===== src/rtl/message_sound_player.sv =====
`default_nettype none
// ============================================================================
//  Module      : message_sound_player
//  Description : Notification-sound engine. Plays a PCM clip from an external
//                synchronous sample ROM on a receive-character match or an
//                explicit play request. It provides volume attenuation, mute,
//                a busy flag and a one-deep request queue or immediate restart.
//  Revision    : 1.0 - initial release
// ============================================================================
module message_sound_player #(
   parameter int         SAMPLE_DIV = 9072,
   parameter int         ADDR_W     = 12,
   parameter int         DATA_W     = 16,
   parameter int         CLIP_W     = 1,
   parameter logic [7:0] RX_CHAR    = 8'h0A,
   parameter bit         RETRIGGER  = 1'b0
) (
   input  logic                     FPGA_clock,
   input  logic                     reset,
   input  logic [7:0]               text_rx,
   input  logic                     text_ready_rx,
   input  logic                     play_req,
   input  logic [CLIP_W-1:0]        play_sel,
   input  logic [1:0]               vol,
   input  logic                     mute,
   output logic [CLIP_W+ADDR_W-1:0] rom_addr,
   input  logic [DATA_W-1:0]        rom_data,
   output logic [DATA_W-1:0]        audio_out,
   output logic                     busy
);

   localparam int                DIV_W    = $clog2(SAMPLE_DIV);
   localparam logic [DIV_W-1:0]  DIV_LAST = DIV_W'(SAMPLE_DIV - 1);
   localparam logic [ADDR_W-1:0] OFF_LAST = '1;

   typedef enum logic [0:0] {
      S_IDLE = 1'b0,
      S_PLAY = 1'b1
   } state_t;

   state_t             state_q;
   logic [DIV_W-1:0]   div_q;
   logic [ADDR_W-1:0]  offset_q;
   logic [CLIP_W-1:0]  clip_q;
   logic               pend_v_q;
   logic [CLIP_W-1:0]  pend_clip_q;
   logic               rx_hit_q;
   logic               play_req_q;
   logic [DATA_W-1:0]  audio_q;
   logic               busy_q;

   logic               rx_hit;
   logic               rx_trig;
   logic               pr_trig;
   logic               any_trig;
   logic               both_trig;
   logic [CLIP_W-1:0]  first_clip;
   logic [CLIP_W-1:0]  newest_clip;
   logic               div_tc;
   logic               clip_end;
   logic signed [DATA_W-1:0] sample_att;
   logic [DATA_W-1:0]  audio_d;

   assign rx_hit      = text_ready_rx & (text_rx == RX_CHAR);
   assign rx_trig     = rx_hit & ~rx_hit_q;
   assign pr_trig     = play_req & ~play_req_q;
   assign any_trig    = rx_trig | pr_trig;
   assign both_trig   = rx_trig & pr_trig;
   // rx is the primary trigger; when both fire, play_req is the later request
   assign first_clip  = rx_trig ? '0 : play_sel;
   assign newest_clip = pr_trig ? play_sel : '0;
   assign div_tc      = (div_q == DIV_LAST);
   assign clip_end    = div_tc & (offset_q == OFF_LAST);
   assign sample_att  = $signed(rom_data) >>> vol;
   assign audio_d     = mute ? '0 : sample_att;

   assign rom_addr  = {clip_q, offset_q};
   assign audio_out = audio_q;
   assign busy      = busy_q;

   // Playback sequencer: trigger detection, sample pacing, queue and audio register
   always_ff @(posedge FPGA_clock or posedge reset) begin
      if (reset) begin
         state_q     <= S_IDLE;
         div_q       <= '0;
         offset_q    <= '0;
         clip_q      <= '0;
         pend_v_q    <= 1'b0;
         pend_clip_q <= '0;
         rx_hit_q    <= 1'b0;
         play_req_q  <= 1'b0;
         audio_q     <= '0;
         busy_q      <= 1'b0;
      end else begin
         rx_hit_q   <= rx_hit;
         play_req_q <= play_req;
         case (state_q)
            S_IDLE: begin
               audio_q <= '0;
               if (any_trig) begin
                  state_q  <= S_PLAY;
                  busy_q   <= 1'b1;
                  div_q    <= '0;
                  offset_q <= '0;
                  // A simultaneous play_req acts as a second request on a busy engine
                  if (both_trig && RETRIGGER) begin
                     clip_q <= play_sel;
                  end else begin
                     clip_q <= first_clip;
                  end
                  if (both_trig && !RETRIGGER) begin
                     pend_v_q    <= 1'b1;
                     pend_clip_q <= play_sel;
                  end
               end
            end
            S_PLAY: begin
               audio_q <= audio_d;
               div_q   <= div_tc ? '0 : div_q + DIV_W'(1);
               if (any_trig && RETRIGGER) begin
                  clip_q   <= newest_clip;
                  offset_q <= '0;
                  div_q    <= '0;
               end else if (clip_end) begin
                  if (any_trig) begin
                     // Fresh request on the last tick supersedes any older pending one
                     clip_q   <= newest_clip;
                     offset_q <= '0;
                     pend_v_q <= 1'b0;
                  end else if (pend_v_q) begin
                     clip_q   <= pend_clip_q;
                     offset_q <= '0;
                     pend_v_q <= 1'b0;
                  end else begin
                     state_q <= S_IDLE;
                     busy_q  <= 1'b0;
                     audio_q <= '0;
                  end
               end else begin
                  if (div_tc) begin
                     offset_q <= offset_q + ADDR_W'(1);
                  end
                  if (any_trig) begin
                     pend_v_q    <= 1'b1;
                     pend_clip_q <= newest_clip;
                  end
               end
            end
            default: state_q <= S_IDLE;
         endcase
      end
   end

endmodule
`default_nettype wire

===== config.mk =====
export PLATFORM = sky130hd
export DESIGN_NAME = message_sound_player
export DESIGN_NICKNAME = d
export VERILOG_FILES = /design/src/rtl/message_sound_player.sv
export SDC_FILE = /design/constraint.sdc
export NUM_CORES = 1
export LEC_CHECK = 0
export BUFFER_PORTS_ARGS = -buffer_cell sky130_fd_sc_hd__buf_2
export CAP_MARGIN = 20
export CORE_MARGIN = 5
export CORE_UTILIZATION = 25
export DETAILED_ROUTE_END_ITERATION = 8
export PLACE_DENSITY = 0.42
export SYNTH_ARGS = -nofsm -noshare
export SYNTH_HDL_FRONTEND = slang
export SYNTH_SLANG_ARGS = --single-unit

===== constraint.sdc =====
create_clock -name FPGA_clock -period 2.6 [get_ports FPGA_clock]
set_clock_uncertainty 0.2 [all_clocks]
set_input_delay 0 -clock FPGA_clock [delete_from_list [all_inputs] [get_ports FPGA_clock]]
set_output_delay 0 -clock FPGA_clock [all_outputs]
set_load 0.01 [all_outputs]

### Yosys cells after proc, flatten, opt, wreduce, memory -nomap -nowiden

Index checks and enable logic that the tools add are counted.

| storage, ports and cells | value |
|---|---|
| register bits after elaboration | 49 |
| bits of input ports | 32 |
| output and inout port bits | 30 |
| logic and storage cells | 81 |

| operators by class | value |
|---|---|
| $add $sub $neg | 2 |
| equality and inequality tests | 14 |
| shift operators | 1 |
| mux-type cells | 40 |
| bitwise operators | 9 |
| reduce and logical (&&, ||, !) cells | 5 |

Operators with widths:

| kind | count |
|---|---|
| 2-to-1 mux 16 bit | 4 |
| 2-to-1 mux 12 bit | 5 |
| case mux 16 bit (2 select lines) | 1 |
| 2-to-1 mux 14 bit | 2 |
| case mux 14 bit (2 select lines) | 1 |
| case mux 12 bit (2 select lines) | 1 |
| 2-to-1 mux 1 bit | 21 |
| >>> shifter 16 x 2 -> 16 bit | 1 |
| adder 14 x 1 -> 14 bit, second input constant | 1 |
| == test 14 bit, second input constant | 1 |
| adder 12 x 1 -> 12 bit, second input constant | 1 |
| == test 12 bit, second input constant | 1 |
| != test 2 bit, second input constant | 5 |
| case mux 1 bit (2 select lines) | 5 |
| != test 3 x 1 -> 1 bit, second input constant | 3 |
| AND reduction 3 bit | 3 |
| == test 8 x 4 -> 1 bit, second input constant | 1 |
| AND reduction 4 bit | 2 |
| bitwise AND 1 bit | 5 |
| != test 2 x 1 -> 1 bit, second input constant | 2 |
| != test 4 bit, second input constant | 1 |
| NOT 1 bit | 3 |
| bitwise OR 1 bit | 1 |

### Longest topological paths before layout

| logic depth | value |
|---|---|
| depth in word-level cells | 7 |
| mapped depth | 7 |
| mapped depth without buffers | 6 |

### Least setup slack after synthesis

No wires, ideal clock.

| path | value |
|---|---|
| kind | reg2reg |
| start point | reg div_q[4] |
| end point | reg audio_q[13], in the netlist audio_out[13] |
| setup time | 140 ps |
| arrival time | 2,154 ps |
| required time | 2,260 ps |
| setup slack | 106 ps |
| stages on the path, launching flop included | 7 |
| path buffers | 1 |
| period minus slack after synthesis | 2,494 ps |
| cell sequence | dfrtp_1 > or4b_4 > or4_4 > nor3_1 > a211o_1 > buf_4 > a211oi_1 |

| between the ends | value |
|---|---|
| cells in the longest elaborated chain, start to end | 4 |

Ends and longest elaborated chain:

| item | line | source |
|---|---|---|
| start, declared | 42 | `logic [DIV_W-1:0] div_q;` |
| start signal, assigned | 119 | `div_q <= div_tc ? '0 : div_q + DIV_W'(1);` |
| == test 14 bit | 72 | `assign div_tc = (div_q == DIV_LAST);` |
| bitwise AND 1 bit | 73 | `assign clip_end = div_tc & (offset_q == OFF_LAST);` |
| 2-to-1 mux 16 bit | 124 | `end else if (clip_end) begin` |
| case mux 16 bit (2 select lines) | 97 | `case (state_q)` |
| end signal, assigned | 118 | `audio_q <= audio_d;` |
| end, declared | 49 | `logic [DATA_W-1:0] audio_q;` |

Every way passes these cells.
A chain may end at the register's enable or synchronous reset.

### Worst setup path in the final report

| path | value |
|---|---|
| start point | reg div_q[4] |
| end point | reg offset_q[7] |

| between the ends | value |
|---|---|
| cells in the longest elaborated chain, start to end | 4 |
| elaborated cells between the ends (all ways) | 7 |
| those cells by class | eq/ne: 3; mux: 2; bitwise: 1; reduce/logical: 1 |

Ends and longest elaborated chain:

| item | line | source |
|---|---|---|
| == test 14 bit (*) | 72 |  |
| bitwise AND 1 bit | 73 |  |
| != test 4 bit (no source line), or another cell as far along | -- |  |
| AND reduction 3 bit (no source line) / case mux 12 bit (2 select lines) (equally long branches) | -- |  |
| end signal, assigned | 141 | `offset_q <= offset_q + ADDR_W'(1);` |
| end, declared | 43 | `logic [ADDR_W-1:0] offset_q;` |

Mark *: on every way between the ends. The rest lies on a longest branch, timed or not.

==> impl_summary.log <==
[metrics] routability congestion estimate: 0.785
[metrics] count of antenna-violating nets left after detailed routing: 0
[metrics] most used cells in the layout excluding fill and tap cells: 61 x sky130_fd_sc_hd__buf_2, 49 x sky130_fd_sc_hd__dfrtp_1, 29 x sky130_fd_sc_hd__dlygate4sd3_1, 27 x sky130_fd_sc_hd__nand2_1, 21 x sky130_fd_sc_hd__o21ai_0
[metrics] post-detailed-routing wire length: 7.58 mm
[metrics] total power: 1.58 mW
[metrics] Mapped Cells: 275
[metrics] endpoint kind of the worst setup timing path: flop
[metrics] pin slew with the least headroom to its limit: 0.695 ns
[metrics] top-area cell type share of the netlist area: 43.8%
[metrics] leading cell type in the layout, fill and taps excluded: sky130_fd_sc_hd__buf_2
[metrics] H-tree level count: 2
[metrics] TritonCTS Buffers: 5
[metrics] nature of the critical path startpoint: flop
[metrics] count of final hold-check violations: 0
[metrics] Final Cycle Share: 96.1%
[metrics] CP arrival: 2.53 ns
[metrics] R2R Path End: offset_q[7]$_DFFE_PP0P_
[metrics] master cell of the clock root buffer: sky130_fd_sc_hd__clkbuf_8
[metrics] FFs w/ async S/R, synth: 100%
[metrics] GR met1 Demand/Resource: 14.8%
[metrics] # rows: 38
[metrics] dpl hpwl: 5.64 mm
[metrics] die area: 13400 µm²
[metrics] detail-routed via count per cell: 4.84
[metrics] clk slew on worst S/H paths: 0.10 ns
[metrics] TritonCTS clock tree: built
[metrics] critical path capture point: offset_q[7]$_DFFE_PP0P_
[metrics] drt initial violations: 126
[metrics] cell type with the highest aggregate area in the netlist: sky130_fd_sc_hd__dfrtp_1
[metrics] final period demand of the worst path: 2.50 ns
[metrics] count of distinct cell types in the synthesized netlist: 49
[metrics] Worst R2R Setup Slack: 0.10 ns
[metrics] Overflow after GRT: 0
[metrics] via count of the first global-routing pass: 2607
[metrics] Worst EP required: 2.63 ns
[metrics] Die W: 116 µm
[metrics] count of flip-flops with a built-in enable after synthesis: 0
[metrics] average cell area after synthesis: 10.2 µm²
[metrics] IR Drop Worst-Case VDD: 0.000237 V
[metrics] status: finished clean
[metrics] Area contributors post-synth: sky130_fd_sc_hd__dfrtp_1 44%, sky130_fd_sc_hd__mux4_2 10%, sky130_fd_sc_hd__o21ai_0 3.9%
[metrics] port buffer count: 61
[metrics] core area: 10900 µm²
[metrics] overall global routing resource usage: 11.6%
[metrics] global routing usage on met3: 2.77%
[metrics] final max-slew violation count: 0
[metrics] number of max-cap violations: 0
[metrics] number of buffers added for setup after CTS: 0
[metrics] routed via count: 2524
[metrics] path type of the worst min-delay path: in2reg
[metrics] number of placed I/O pins: 62
[metrics] Initial Util: 25.7%
[metrics] worst reg2reg path startpoint: div_q[4]$_DFFE_PP0P_
[metrics] combined area of all synthesized cells: 2800 µm²
[metrics] Syn Nets: 309
[metrics] most used flip-flop cell after synthesis: sky130_fd_sc_hd__dfrtp_1
[metrics] number of buffers on the longest clock path: 2
[metrics] number of fill cells in the layout: 1116
[metrics] Clock Latency Late Sink: 0.30 ns
[metrics] worst setup path start: div_q[4]$_DFFE_PP0P_
[metrics] pin count of the biggest net entering global routing: 25
[metrics] wire length per cell after detailed routing: 14.5 µm
[metrics] diode insertion count for antenna repair: 0
[metrics] number of antenna violations at the first check in global routing: 0
[metrics] Critical Setup Path Class: reg2reg
[metrics] Synth-to-Final Area Change: 35.7%
[metrics] Synthesis Warnings: 0
[metrics] NumNets Final: 415
[metrics] floorplan die height: 116 µm
[metrics] flops & latches, synth: 49
[metrics] highest clock frequency the design can meet: 400 MHz
[metrics] portion of the post-synthesis area used by sequential elements: 43.8%
[metrics] number of sinks driven by the clock tree: 49
[metrics] Pre-Repair DR Iteration Count: 4
[metrics] headroom to the max-slew limit: 53.5%
[metrics] P_leak: 1.67 nW
[metrics] setup repair after global routing missed its margin: true
[metrics] Power Density: 416 nW/µm²
[metrics] setup-violating endpoint count in the final report: 0
[metrics] maximum fanout count along the critical path: 7
[metrics] wire length of the first global-routing pass: 12.5 mm
[metrics] peak-usage layer in the global routing report: met2
[metrics] max reg flops: 16
[metrics] Hold WS: 0.0102 ns
[metrics] number of remaining DRC errors: 0
[metrics] met2 Use GR: 20.1%
[metrics] path depth of the worst reg2reg path: 6
[metrics] ratio of cells with drive above 1 in the final layout: 29.8%
power by group:
| group | switching [mW] | internal, mW |
|---|---|---|
| combinational | 0.0899 | 0.123 |
| sequential | 0.00839 | 0.783 |
| clock | 0.260 | 0.314 |
| total | 0.358 | 1.22 |
how the worst min path moves through the flow:
stage	cells after the start	startpoint	end	slack, ns
finish	3	rom_data[3]	audio_out[3]$_DFF_PP0_	0.01
global route	3	rom_data[3]	audio_out[3]$_DFF_PP0_	0.02
CTS	3	rom_data[3]	audio_out[3]$_DFF_PP0_	0.01
detailed placement	2	reset	div_q[1]$_DFFE_PP0P_	-0.12
global placement	2	reset	div_q[1]$_DFFE_PP0P_	-0.12
floorplan	0	play_req	play_req_q$_DFF_PP0_	-0.17
critical path, stage by stage (launching register included):
cell and delay [ns]:
sky130_fd_sc_hd__dfrtp_1 0.39, sky130_fd_sc_hd__or4b_4 0.56, sky130_fd_sc_hd__or4_4 0.58, sky130_fd_sc_hd__o31ai_4 0.24, sky130_fd_sc_hd__buf_4 0.17, sky130_fd_sc_hd__a21oi_4 0.09
sky130_fd_sc_hd__o211ai_1 0.20
repair_timing:
action,in CTS,in global routing
setup endpoints to repair,0,6
hold buffers,29,0
resized for setup,0,2
hold endpoints to repair,54,0
cells by family after synthesis:
logic type | after synthesis | synth area share [%]
adders and majority gates | 2 | 0.895
buffers and inverters | 24 | 3.53
muxes | 16 | 11.6
DFF | 49 | 43.8
and+or+nand+nor | 118 | 23.3
AOI/OAI and AO/OA | 65 | 16.5
xor gates and xnor gates | 1 | 0.313
synthesized netlist by cell type (2+ instances only):
cell type,count
sky130_fd_sc_hd__a211oi_1,3
sky130_fd_sc_hd__a21o_1,4
sky130_fd_sc_hd__a21oi_1,9
sky130_fd_sc_hd__a221o_2,4
sky130_fd_sc_hd__a22o_1,4
sky130_fd_sc_hd__a22oi_1,2
sky130_fd_sc_hd__and2_1,2
sky130_fd_sc_hd__and3_1,5
sky130_fd_sc_hd__and4_1,3
sky130_fd_sc_hd__buf_4,2
sky130_fd_sc_hd__clkbuf_1,6
sky130_fd_sc_hd__dfrtp_1,49
sky130_fd_sc_hd__ha_1,2
sky130_fd_sc_hd__inv_1,13
sky130_fd_sc_hd__mux2i_1,2
sky130_fd_sc_hd__mux4_2,13
sky130_fd_sc_hd__nand2_1,27
sky130_fd_sc_hd__nand2b_1,2
sky130_fd_sc_hd__nand3_1,14
sky130_fd_sc_hd__nand4_1,7
sky130_fd_sc_hd__nor2_1,12
sky130_fd_sc_hd__nor2b_1,16
sky130_fd_sc_hd__nor3_1,15
sky130_fd_sc_hd__nor4_1,3
sky130_fd_sc_hd__nor4b_1,4
sky130_fd_sc_hd__o211ai_1,3
sky130_fd_sc_hd__o21ai_0,22
sky130_fd_sc_hd__o22ai_1,3
sky130_fd_sc_hd__o31ai_1,2
sky130_fd_sc_hd__or3_1,3
cell type report:
type	count	area, µm²	area share (%)
Clock inverter	1	30.0	0.791
Tap cell	140	175	4.61
Clock buffer	7	86.3	2.27
Timing Repair Buffer	109	751	19.8
Inverter	14	52.6	1.38
Sequential cell	49	1230	32.3
Multi-Input combinational cell	202	1480	38.9
metrics by stage:
step	cells	setup WS (ns)	TNS [ns]	cell area (µm²)	utilization (%)
after global placement	485	0.127	0	3390	31.1
after CTS	522	0.0860	0	3790	34.8
final	522	0.101	0	3800	34.9
after floorplan	275	0.106	0	2800	-
after detailed placement	485	0.0905	0	3390	31.1
after global routing	522	-0.0247	-0.0374	3800	34.9
metal layers:
layer,part of all wire (%),vias to the layer above
li1,-,1245
met1,45,1229
met2,49,46
met3,5.1,4
met4,0.92,0
met5,0,-
No activity file was read; power rests on OpenSTA's default activity.
